[config.mk]
export PLATFORM = sky130hd
export DESIGN_NAME = seq_divider
export DESIGN_NICKNAME = d
export VERILOG_FILES = /design/src/rtl/seq_divider.sv
export SDC_FILE = /design/constraint.sdc
export NUM_CORES = 1
export LEC_CHECK = 0
export CELL_PAD_IN_SITES_DETAIL_PLACEMENT = 0
export CELL_PAD_IN_SITES_GLOBAL_PLACEMENT = 1
export CORE_MARGIN = 2
export CORE_UTILIZATION = 49
export CTS_CLUSTER_SIZE = 30
export DETAILED_ROUTE_END_ITERATION = 10
export DONT_BUFFER_PORTS = 1
export GPL_TIMING_DRIVEN = 0
export PLACE_DENSITY_LB_ADDON = 0.12
export SYNTH_ARGS = -nofsm -noshare
export SYNTH_HDL_FRONTEND = slang
export SYNTH_SLANG_ARGS = --single-unit
[constraint.sdc]
create_clock -name clk -period 3.4 [get_ports clk]
set_input_delay 0.34 -clock clk [delete_from_list [all_inputs] [get_ports clk]]
set_output_delay 0.34 -clock clk [all_outputs]
set_load 0.01 [all_outputs]
[src/rtl/seq_divider.sv]
// seq_divider: iterative signed (optionally unsigned) divider, LO=quotient, HI=remainder.
// Ports: clk, reset (async, active-low), start, dividend, divisor, [is_unsigned when SEQ_DIVIDER_DIVU_EN],
//        hi_out, lo_out, busy, done, div_zero. Macro SEQ_DIVIDER_DIVU_EN adds MIPS DIVU support.
module seq_divider #(
  parameter int WIDTH = 32
) (
  input  logic             clk,
  input  logic             reset,
  input  logic             start,
`ifdef SEQ_DIVIDER_DIVU_EN
  input  logic             is_unsigned,
`endif
  input  logic [WIDTH-1:0] dividend,
  input  logic [WIDTH-1:0] divisor,
  output logic [WIDTH-1:0] hi_out,
  output logic [WIDTH-1:0] lo_out,
  output logic             busy,
  output logic             done,
  output logic             div_zero
);

  localparam int CW = $clog2(WIDTH + 1);

  typedef enum logic [1:0] {
    S_IDLE,
    S_CALC,
    S_FIX
  } state_e;

  state_e           state_q, state_d;
  logic [WIDTH-1:0] rem_q, rem_d;
  logic [WIDTH-1:0] quo_q, quo_d;
  logic [WIDTH-1:0] dvs_q, dvs_d;
  logic [CW-1:0]    cnt_q, cnt_d;
  logic             sgnq_q, sgnq_d;
  logic             sgnr_q, sgnr_d;
  logic [WIDTH-1:0] hi_q, hi_d;
  logic [WIDTH-1:0] lo_q, lo_d;
  logic             done_q, done_d;
  logic             dz_q, dz_d;

  logic             uns;
  logic [WIDTH-1:0] dd_mag;
  logic [WIDTH-1:0] dv_mag;
  logic [WIDTH:0]   rem_sh;
  logic [WIDTH-1:0] diff;
  logic             ge;

`ifdef SEQ_DIVIDER_DIVU_EN
  assign uns = is_unsigned;
`else
  assign uns = 1'b0;
`endif

  // -2^(W-1) negates to itself, which reads correctly as an unsigned magnitude.
  assign dd_mag = (!uns && dividend[WIDTH-1]) ? -dividend : dividend;
  assign dv_mag = (!uns && divisor[WIDTH-1])  ? -divisor  : divisor;

  // Remainder can exceed WIDTH bits for one step once shifted (unsigned
  // divisors near 2^W), so compare on WIDTH+1 bits; when ge holds the
  // difference always fits back into WIDTH bits.
  assign rem_sh = {rem_q, quo_q[WIDTH-1]};
  assign ge     = (rem_sh >= {1'b0, dvs_q});
  assign diff   = rem_sh[WIDTH-1:0] - dvs_q;

  always_comb begin
    state_d = state_q;
    rem_d   = rem_q;
    quo_d   = quo_q;
    dvs_d   = dvs_q;
    cnt_d   = cnt_q;
    sgnq_d  = sgnq_q;
    sgnr_d  = sgnr_q;
    hi_d    = hi_q;
    lo_d    = lo_q;
    done_d  = 1'b0;
    dz_d    = dz_q;
    unique case (state_q)
      S_IDLE: begin
        if (start) begin
          if (divisor == '0) begin
            dz_d   = 1'b1;
            done_d = 1'b1;
          end else begin
            quo_d   = dd_mag;
            dvs_d   = dv_mag;
            sgnq_d  = !uns && (dividend[WIDTH-1] ^ divisor[WIDTH-1]);
            sgnr_d  = !uns && dividend[WIDTH-1];
            rem_d   = '0;
            cnt_d   = CW'(WIDTH);
            dz_d    = 1'b0;
            state_d = S_CALC;
          end
        end
      end
      S_CALC: begin
        if (ge) begin
          rem_d = diff;
          quo_d = {quo_q[WIDTH-2:0], 1'b1};
        end else begin
          rem_d = rem_sh[WIDTH-1:0];
          quo_d = {quo_q[WIDTH-2:0], 1'b0};
        end
        cnt_d = cnt_q - CW'(1);
        if (cnt_q == CW'(1)) begin
          state_d = S_FIX;
        end
      end
      S_FIX: begin
        lo_d    = sgnq_q ? -quo_q : quo_q;
        hi_d    = sgnr_q ? -rem_q : rem_q;
        done_d  = 1'b1;
        state_d = S_IDLE;
      end
      default: begin
        state_d = S_IDLE;
      end
    endcase
  end

  always_ff @(posedge clk or negedge reset) begin
    if (!reset) begin
      state_q <= S_IDLE;
      rem_q   <= '0;
      quo_q   <= '0;
      dvs_q   <= '0;
      cnt_q   <= '0;
      sgnq_q  <= 1'b0;
      sgnr_q  <= 1'b0;
      hi_q    <= '0;
      lo_q    <= '0;
      done_q  <= 1'b0;
      dz_q    <= 1'b0;
    end else begin
      state_q <= state_d;
      rem_q   <= rem_d;
      quo_q   <= quo_d;
      dvs_q   <= dvs_d;
      cnt_q   <= cnt_d;
      sgnq_q  <= sgnq_d;
      sgnr_q  <= sgnr_d;
      hi_q    <= hi_d;
      lo_q    <= lo_d;
      done_q  <= done_d;
      dz_q    <= dz_d;
    end
  end

  assign hi_out   = hi_q;
  assign lo_out   = lo_q;
  assign busy     = (state_q != S_IDLE);
  assign done     = done_q;
  assign div_zero = dz_q;

endmodule

Yosys cells after proc, flatten, opt, wreduce, memory -nomap -nowiden
Cells that the tools add are included.
Storage, ports and cells
  output and inout bits: 67
  logic and storage cells: 56
  input bits: 67
  flip-flop bits (word level): 172
Cells by class
  bitwise gates (word level): 2
  eq/ne operators: 6
  $lt $le $gt $ge: 1
  reduce and logical (&&, ||, !) cells: 8
  add/subtract/negate cells: 6
  mux-type cells: 22
Operator list (number)
  $mux 32: 9
  $neg 32->32: 4
  $pmux 32 s2: 2
  $ge 33x32->1: 1
  $logic_not 32->1: 1
  $sub 32x32->32: 1
  $mux 6: 2
  $pmux 6 s2: 1
  $reduce_and 3->1: 3
  $eq 6x1->1 const B: 1
  $mux 2: 3
  $ne 2x2->1 const B: 3
  $sub 6x1->6 const B: 1
  $pmux 2 s2: 1
  $reduce_bool 2->1: 2
  $mux 1: 3
  $eq 2x1->1 const B: 1
  $eq 2x2->1 const B: 1
  $logic_not 2->1: 1
  $pmux 1 s2: 1
  $reduce_and 2->1: 1
  $not 1->1: 1
  $xor 1x1->1: 1

Logic depth before layout (Yosys ltp)
Gate-level depths: netlist (run 1).
  depth in word-level cells: 5
  depth in mapped cells: 13
  mapped depth without buffers: 13

Worst setup path after synthesis (run 1)
No wires, ideal clock.
  kind: input port to flip-flop
  start point: in dividend[12]
  end point: reg quo_q[27]
  path buffers: 0
  required time: 3.268 ns
  stages on the path: 9
  setup time: 0.132 ns
  path slack: 0.341 ns
  arrival: 2.927 ns
  cells stage by stage: or4_4 -> nor4_2 -> or3b_1 -> or2_1 -> or3_4 -> or4_4 -> o41ai_4 -> xor2_1 -> o21ai_1
On the way
  word-level cells in the longest chain between the ends: 5
RTL lines
  start: declaration: RTL line 13  | input logic [WIDTH-1:0] dividend,
  $neg 32->32: RTL line 56  | assign dd_mag = (!uns && dividend[WIDTH-1]) ? -dividend : dividend;
  $mux 32: RTL line 56
  $mux 32: RTL line 81  | if (divisor == '0) begin
  $mux 32: RTL line 80  | if (start) begin
  $pmux 32 s2: RTL line 78  | unique case (state_q)
  end signal: assignment: RTL line 137  | quo_q <= quo_d;
  end: declaration: RTL line 32  | logic [WIDTH-1:0] quo_q, quo_d;
Every way passes these cells. The select of a mux whose other input is x is not followed.
A chain may end at the register's enable or synchronous reset.

Worst setup path after layout (run 1)
  start point: reg quo_q[31]
  end point: reg rem_q[26]
On the way
  word-level cells in the longest chain between the ends: 3
  elaborated cells on any way between the ends: 4
  those cells by class: add/sub (1); order compare (1); mux (2)
RTL lines
  $sub 32x32->32 or $ge 33x32->1 (tied branches): RTL line 64, 63
  $mux 32 *: RTL line 97  | if (ge) begin
  $pmux 32 s2 *: RTL line 78
  end signal: assignment: RTL line 136  | rem_q <= rem_d;
  end: declaration: RTL line 31  | logic [WIDTH-1:0] rem_q, rem_d;
Mark *: on every way between the ends. The rest lies on a longest branch, timed or not.

==> flow_summary.json, run 1 <==
{
  "coreArea_um2": 21890,
  "reg2reg_from": "quo_q[31]$_DFFE_PN0P_",
  "fmax_mhz": 305.9,
  "num_vias": 9090,
  "syn-instance-count": 1261,
  "fin_nets": 1382,
  "start_kind": "register",
  "nFillCells": 2114,
  "rsz0062_at_grt": "no",
  "tightestPinTransition_ns": 0.7246,
  "busiest_layer": "met1",
  "cts_tree": "done",
  "max-vdd-ir-drop_uv": 458.7,
  "post_route_cells_drive_above_1_share": 0.04344,
  "post_drt_via_cell_ratio": 5.793,
  "yosysWarnings": 0,
  "totalWireLength_mm": 29.52,
  "layout_commonest_cell": "nand2_1",
  "synth_cell_types": 66,
  "end_kind": "register",
  "cts.path.max_buffers": 2,
  "dp_cells": 1541,
  "r2r_cells": 13,
  "io_buffers": 0,
  "grt_max_degree": 173,
  "boundaryPins": 134,
  "crit_start": "quo_q[31]$_DFFE_PN0P_",
  "use_met2": 0.3826,
  "drv_slew": 0,
  "finalHoldViolations": 172,
  "wl_per_cell_um": 18.81,
  "start_util": 0.5022,
  "htree_num_levels": 4,
  "worstSetupPathType": "reg2reg",
  "gr-total-overflow": 0,
  "grt_first_pass_wirelength_mm": 48.24,
  "synth_edf_count": 0,
  "die_h_um": 153.8,
  "async_flop_share": 1.000,
  "instances_no_fill": 1569,
  "die_x_um": 153.8,
  "dpl_cell_area_um2": 11340,
  "route.detailed.drc": 0,
  "hold_ws_ns": -0.3950,
  "finalInstanceArea_um2": 11960,
  "cts_buffers": 17,
  "finalClockSkew_ns": 0.01226,
  "synth_nets": 1367,
  "arrival_ns": 3.55,
  "cts.sinks": 172,
  "rows": 54,
  "clock_latency_ns": 0.43,
  "ys_seq_elements": 172,
  "globalRouteMet3Util": 0.04679,
  "power.density_nw_per_um2": 1066,
  "detail-route-antenna-nets": 0,
  "antenna_found_initial": 0,
  "dieArea_um2": 23650,
  "r2r_slack_ns": 0.13,
  "regArea_um2": 4304,
  "min_path_type": "in2async",
  "max-slew-margin-rel": 0.5170,
  "post-route-util": 0.5464,
  "fin_setup_tns_ns": 0,
  "maxCapViolations": 0,
  "min_period_ns": 3.269,
  "reg2reg_to": "rem_q[26]$_DFFE_PN0P_",
  "finalSetupViolations": 0,
  "status": "finished with violations",
  "worst-path-max-fanout": 5,
  "power_leakage_uw": 0.005179,
  "avgSynthCellArea_um2": 8.719,
  "fin_crit_sh": 0.9613,
  "dp_hpwl_mm": 22.75,
  "syn2layout_area_growth_pct": 8.797,
  "first_pass_iters": 5,
  "antenna_cells": 0,
  "grt_use_met1": 0.3834,
  "syn_area_um2": 10990,
  "track_usage": 0.2542,
  "multi_input_area_um2": 6271,
  "cp-endpoint": "rem_q[26]$_DFFE_PN0P_",
  "worst_ep_required_time_ns": 3.68,
  "grt_pass1_vias": 8917,
  "ys_seq_area_frac": 0.3915,
  "gp_congestion": 0.8931,
  "violations": "negative hold slack",
  "drt_iter0_drc": 511,
  "cts_root_buf": "clkbuf_16",
  "final_cell_mix": "nand2_1 (189), dfrtp_1 (172), xor2_1 (105)",
  "ys.flop_type": "dfrtp_1",
  "path_clk_slew_ns": 0.07
}
==> timing repair <==
| action | CTS | global route |
|---|---|---|
| resized for setup | 6 | 17 |
| gates cloned | 0 | 0 |
| endpoints found under the hold margin | 172 | 172 |
| pin swaps | 0 | 1 |
| buffers inserted | 0 | 1 |
| setup endpoints to repair | 45 | 71 |
==> registers in the layout, summed over array words and instances, names as in the netlist, 2 cells and up <==
name     cells
cnt_q        6
dvs_q       32
hi_out      32
lo_out      32
quo_q       32
rem_q       32
state_q      2
==> per-stage QoR <==
step	setup slack [ns]	power, uW
2_1_floorplan	0.3405	9055
3_3_place_gp	-0.6117	10610
3_5_place_dp	-0.6606	10720
4_1_cts	0.02662	12690
5_1_grt	0.008308	13860
6_report	0.1315	12750
==> kinds of logic (layout without fill, tap and decap cells) <==
group,after synthesis,after routing,synth area share
simple gates,374,374,0.1602
fa+ha+maj,39,39,0.04507
compound gates,375,375,0.2146
buf+inv,121,149,0.04177
mux,29,29,0.02652
xor+xnor,151,151,0.1203
flops,172,172,0.3915
==> cells in the mapped netlist (2+ instances only) <==
master / number / area, um2
a211o_1: 3 / 26.28
and2_1: 4 / 25.02
o21ai_1: 101 / 505.5
and3_1: 4 / 25.02
xor2_1: 105 / 919.6
xnor2_1: 46 / 402.9
a21boi_0: 4 / 30.03
nor3b_1: 2 / 15.01
or4_1: 21 / 157.7
or2_1: 3 / 18.77
a2bb2oi_1: 6 / 52.55
nand2b_1: 9 / 56.30
a21oi_1: 45 / 225.2
o22ai_1: 3 / 18.77
nand3b_1: 3 / 22.52
a21o_1: 10 / 75.07
or4_4: 2 / 22.52
o211ai_1: 2 / 15.01
clkbuf_1: 56 / 210.2
a31oi_1: 3 / 18.77
buf_1: 8 / 30.03
or3b_1: 2 / 17.52
a211oi_1: 3 / 22.52
o41ai_1: 19 / 166.4
nor2_1: 57 / 214.0
nand2_1: 189 / 709.4
buf_2: 4 / 20.02
nor4_1: 12 / 75.07
nand3_1: 17 / 85.08
o21bai_1: 8 / 60.06
nor2b_1: 7 / 43.79
dfrtp_1: 172 / 4304
o221ai_1: 3 / 26.28
a221o_1: 17 / 170.2
o21ai_0: 83 / 415.4
mux2i_1: 28 / 280.3
or3_1: 17 / 106.4
o21a_1: 5 / 37.54
a22oi_1: 12 / 90.09
nand4_1: 8 / 50.05
ha_1: 38 / 475.5
nor3_1: 10 / 50.05
o31ai_1: 35 / 262.8
inv_1: 53 / 198.9
==> power by group <==
group,internal [uW],total [uW],switching (uW)
clock network,1060,1920,867
logic,2920,6830,3920
registers,2910,3990,1080
==> layout make-up <==
cell class                      instances  area share
Tap cell                              280     0.02929
Timing Repair Buffer                    1   0.0006276
Sequential cell                       172      0.3598
Clock buffer                           21     0.03849
Clock inverter                         11    0.009205
Multi-Input combinational cell        968      0.5243
Inverter                               53     0.01663
Buffer                                 63     0.02165
==> routing by layer <==
layer / share of wire / routed length [um]
met1: 0.50 / 14860
met2: 0.43 / 12680
met3: 0.057 / 1679
met4: 0.010 / 304
met5: 0 / 0
==> worst max-delay path: stages, from the launching register on <==
cell and delay [ns]:
dfrtp_1 0.38, inv_1 0.14, ha_1 0.19, inv_1 0.06, fa_1 0.39, a21o_1 0.20
a31oi_1 0.19, o21a_2 0.24, a22o_1 0.25, o311a_1 0.31, o21a_1 0.21, nor4_1 0.07
nor4bb_1 0.39, o31ai_1 0.10
==> how the worst min path moves through the flow <==
stage,start,endpoint,slack (ns),cells past startpoint
after CTS,reset,hi_out[20]$_DFFE_PN0P_,-0.41,0
after global routing,reset,hi_out[20]$_DFFE_PN0P_,-0.41,0
after detailed placement,reset,hi_out[12]$_DFFE_PN0P_,0.05,0
after global placement,reset,hi_out[14]$_DFFE_PN0P_,0.05,0
final,reset,hi_out[20]$_DFFE_PN0P_,-0.39,0
after floorplan,reset,cnt_q[0]$_DFFE_PN0P_,0.04,0
Note: power is estimated with default switching activity, not from simulation.
==> run 2: changes to the inputs <==
- CTS_CLUSTER_SIZE: 30 -> not set
==> results of run 2 <==
The final DEF is identical to that of run 1; final timing and power are the same.
==> run 3: changes to the inputs <==
--- a/config.mk
+++ b/config.mk
@@ -9,7 +9,6 @@
 export CELL_PAD_IN_SITES_GLOBAL_PLACEMENT = 1
 export CORE_MARGIN = 2
-export CORE_UTILIZATION = 49
+export CORE_UTILIZATION = 43
 export DETAILED_ROUTE_END_ITERATION = 10
-export DONT_BUFFER_PORTS = 1
 export GPL_TIMING_DRIVEN = 0
 export PLACE_DENSITY_LB_ADDON = 0.12
==> constraint.sdc (replaced) <==
create_clock -name clk -period 3.4 [get_ports clk]
set_input_delay 0.34 -clock clk [delete_from_list [all_inputs] [get_ports clk]]
set_output_delay 0.34 -clock clk [all_outputs]
set_load 0.005 [all_outputs]
==> flow_summary.json, run 3 (same netlist as run 1, synthesis figures left out) <==
{
  "cts_tree": "done",
  "end_kind": "register",
  "fin_crit_sh": 0.9744,
  "cts.sinks": 172,
  "power.density_nw_per_um2": 994.3,
  "cts_root_buf": "clkbuf_16",
  "cp_slowest_cell": "or4_4",
  "htree_num_levels": 4,
  "arrival_ns": 3.60,
  "finalSetupViolations": 0,
  "min_period_ns": 3.313,
  "cts.path.max_buffers": 2,
  "totalWireLength_mm": 30.74,
  "worstSetupPathType": "in2reg",
  "die_x_um": 163.9,
  "power_leakage_uw": 0.005760,
  "coreArea_um2": 25110,
  "fin_nets": 1521,
  "antenna_found_initial": 1,
  "dp_cells": 1725,
  "boundaryPins": 134,
  "hold_ws_ns": 0.4033,
  "dp_hpwl_mm": 23.97,
  "drt_iter0_drc": 627,
  "path_clk_slew_ns": 0.07,
  "track_usage": 0.2343,
  "drv_slew": 0,
  "start_util": 0.4379,
  "num_vias": 9617,
  "wl_per_cell_um": 17.46,
  "start_kind": "input port",
  "grt_first_pass_wirelength_mm": 49.36,
  "timing.final.ws_setup_ns": 0.08714,
  "die_h_um": 163.9,
  "cp_cell_sequence": "clkdlybuf4s50_1, or4_4, nor4_4, or3b_4, or2_1, or3_4, or4_4, o41ai_4, xor2_1, o21ai_1",
  "instances_no_fill": 1760,
  "regArea_um2": 4304,
  "io_buffers": 133,
  "detail-route-antenna-nets": 0,
  "grt_pass1_vias": 9166,
  "min_path_type": "in2async",
  "maxCapViolations": 0,
  "fmax_mhz": 301.9,
  "worst_ep_required_time_ns": 3.69,
  "post_route_cells_drive_above_1_share": 0.04972,
  "grt_max_degree": 121,
  "dieArea_um2": 26860,
  "final_cell_mix": "nand2_1 (189), dfrtp_1 (172), clkdlybuf4s50_1 (132)",
  "rows": 58,
  "cpPeakStageDelay_ns": 0.57,
  "syn2layout_area_growth_pct": 23.03,
  "pre_cts_slack_ns": -1.066,
  "cp_common_cell": "or4_4",
  "tightestPinTransition_ns": 0.8308,
  "clock_latency_ns": 0.43,
  "gr-total-overflow": 0,
  "max-slew-margin-rel": 0.4461,
  "gp_congestion": 0.8945,
  "finalHoldViolations": 0,
  "max-vdd-ir-drop_uv": 395.3,
  "multi_input_area_um2": 6326,
  "status": "finished clean",
  "route.detailed.drc": 0,
  "rsz0062_at_grt": "yes",
  "post_drt_via_cell_ratio": 5.464,
  "cts_buffers": 17,
  "nFillCells": 2419,
  "worst-path-max-fanout": 5,
  "first_pass_iters": 5,
  "layout_commonest_cell": "nand2_1",
  "power.total_uw": 13450,
  "finalClockSkew_ns": 0.01182
}
==> run 3: cell types whose count changed in the layout (fill, tap and decap cells not counted), sizes merged, moves of 3 or more <==
cell | previous run | this run
clkinv | 2 | 5
clkinvlp | 5 | 0
clkdlybuf4s50 | 0 | 132
inv | 56 | 60
clkbuf | 74 | 71
buf | 11 | 17
==> run 3: final cells by class <==
cell class | count | area share
diodes | 2 | 0.0003700
plain buffers | 67 | 0.02220
clock buffers | 18 | 0.03247
clock inverters | 14 | 0.01175
inverters | 53 | 0.01471
multi-input cells | 968 | 0.4677
flip-flops and latches | 172 | 0.3182
well taps | 330 | 0.03052
repair buffers | 136 | 0.1021
==> run 3: final timing paths <==
| check | from | endpoint | slack (ns) | cells past startpoint |
|---|---|---|---|---|
| setup / recovery | dividend[10] | quo_q[27]$_DFFE_PN0P_ | 0.09 | 10 |
| min in group clk | hi_out[3]$_DFFE_PN0P_ | hi_out[3]$_DFFE_PN0P_ | 0.48 | 2 |
| hold reg to reg | hi_out[3]$_DFFE_PN0P_ | hi_out[3]$_DFFE_PN0P_ | 0.48 | 2 |
| setup reg to reg | rem_q[2]$_DFFE_PN0P_ | rem_q[1]$_DFFE_PN0P_ | 0.13 | 11 |
| hold / removal | reset | hi_out[12]$_DFFE_PN0P_ | 0.40 | 2 |
| max in group asynchronous | reset | lo_out[13]$_DFFE_PN0P_ | 2.06 | 3 |
==> run 3: critical path, delay by kind of cell <==
family / cells / cell delay (ns)
simple gates: 6 / 2.24
xor+xnor: 1 / 0.22
buf+inv: 1 / 0.49
compound gates: 2 / 0.32
==> run 3: routing by layer <==
metal  track usage  wire [um]  vias up
li1              -          -     4817
met1        0.3620      15750     4543
met2        0.3438      13120      232
met3       0.03485       1513       25
met4       0.05383        346        0
met5             0          0        -
==> run 3: timing repair <==
item,in CTS,in global routing
setup endpoints to repair,94,106
resized for setup,17,30
hold buffers,1,0
setup buffers,0,1
hold endpoints to repair,52,0
pin swaps,0,4
==> run 3: report_power, final <==
group / switching (uW) / leakage [uW] / total (uW) / internal, uW
Sequential: 945 / 0.00220 / 3850 / 2900
Clock: 898 / 0.000300 / 2020 / 1120
Combinational: 4200 / 0.00326 / 7580 / 3380
==> run 3: per-stage QoR <==
| step | util | TNS, ns | cell area [um2] |
|---|---|---|---|
| floorplan | - | 0 | 10990 |
| global placement | 0.5073 | -978.26 | 12740 |
| detailed placement | 0.5086 | -67.04 | 12770 |
| CTS | 0.5345 | 0 | 13420 |
| global route | 0.5385 | -0.2825 | 13520 |
| finish | 0.5387 | 0 | 13530 |
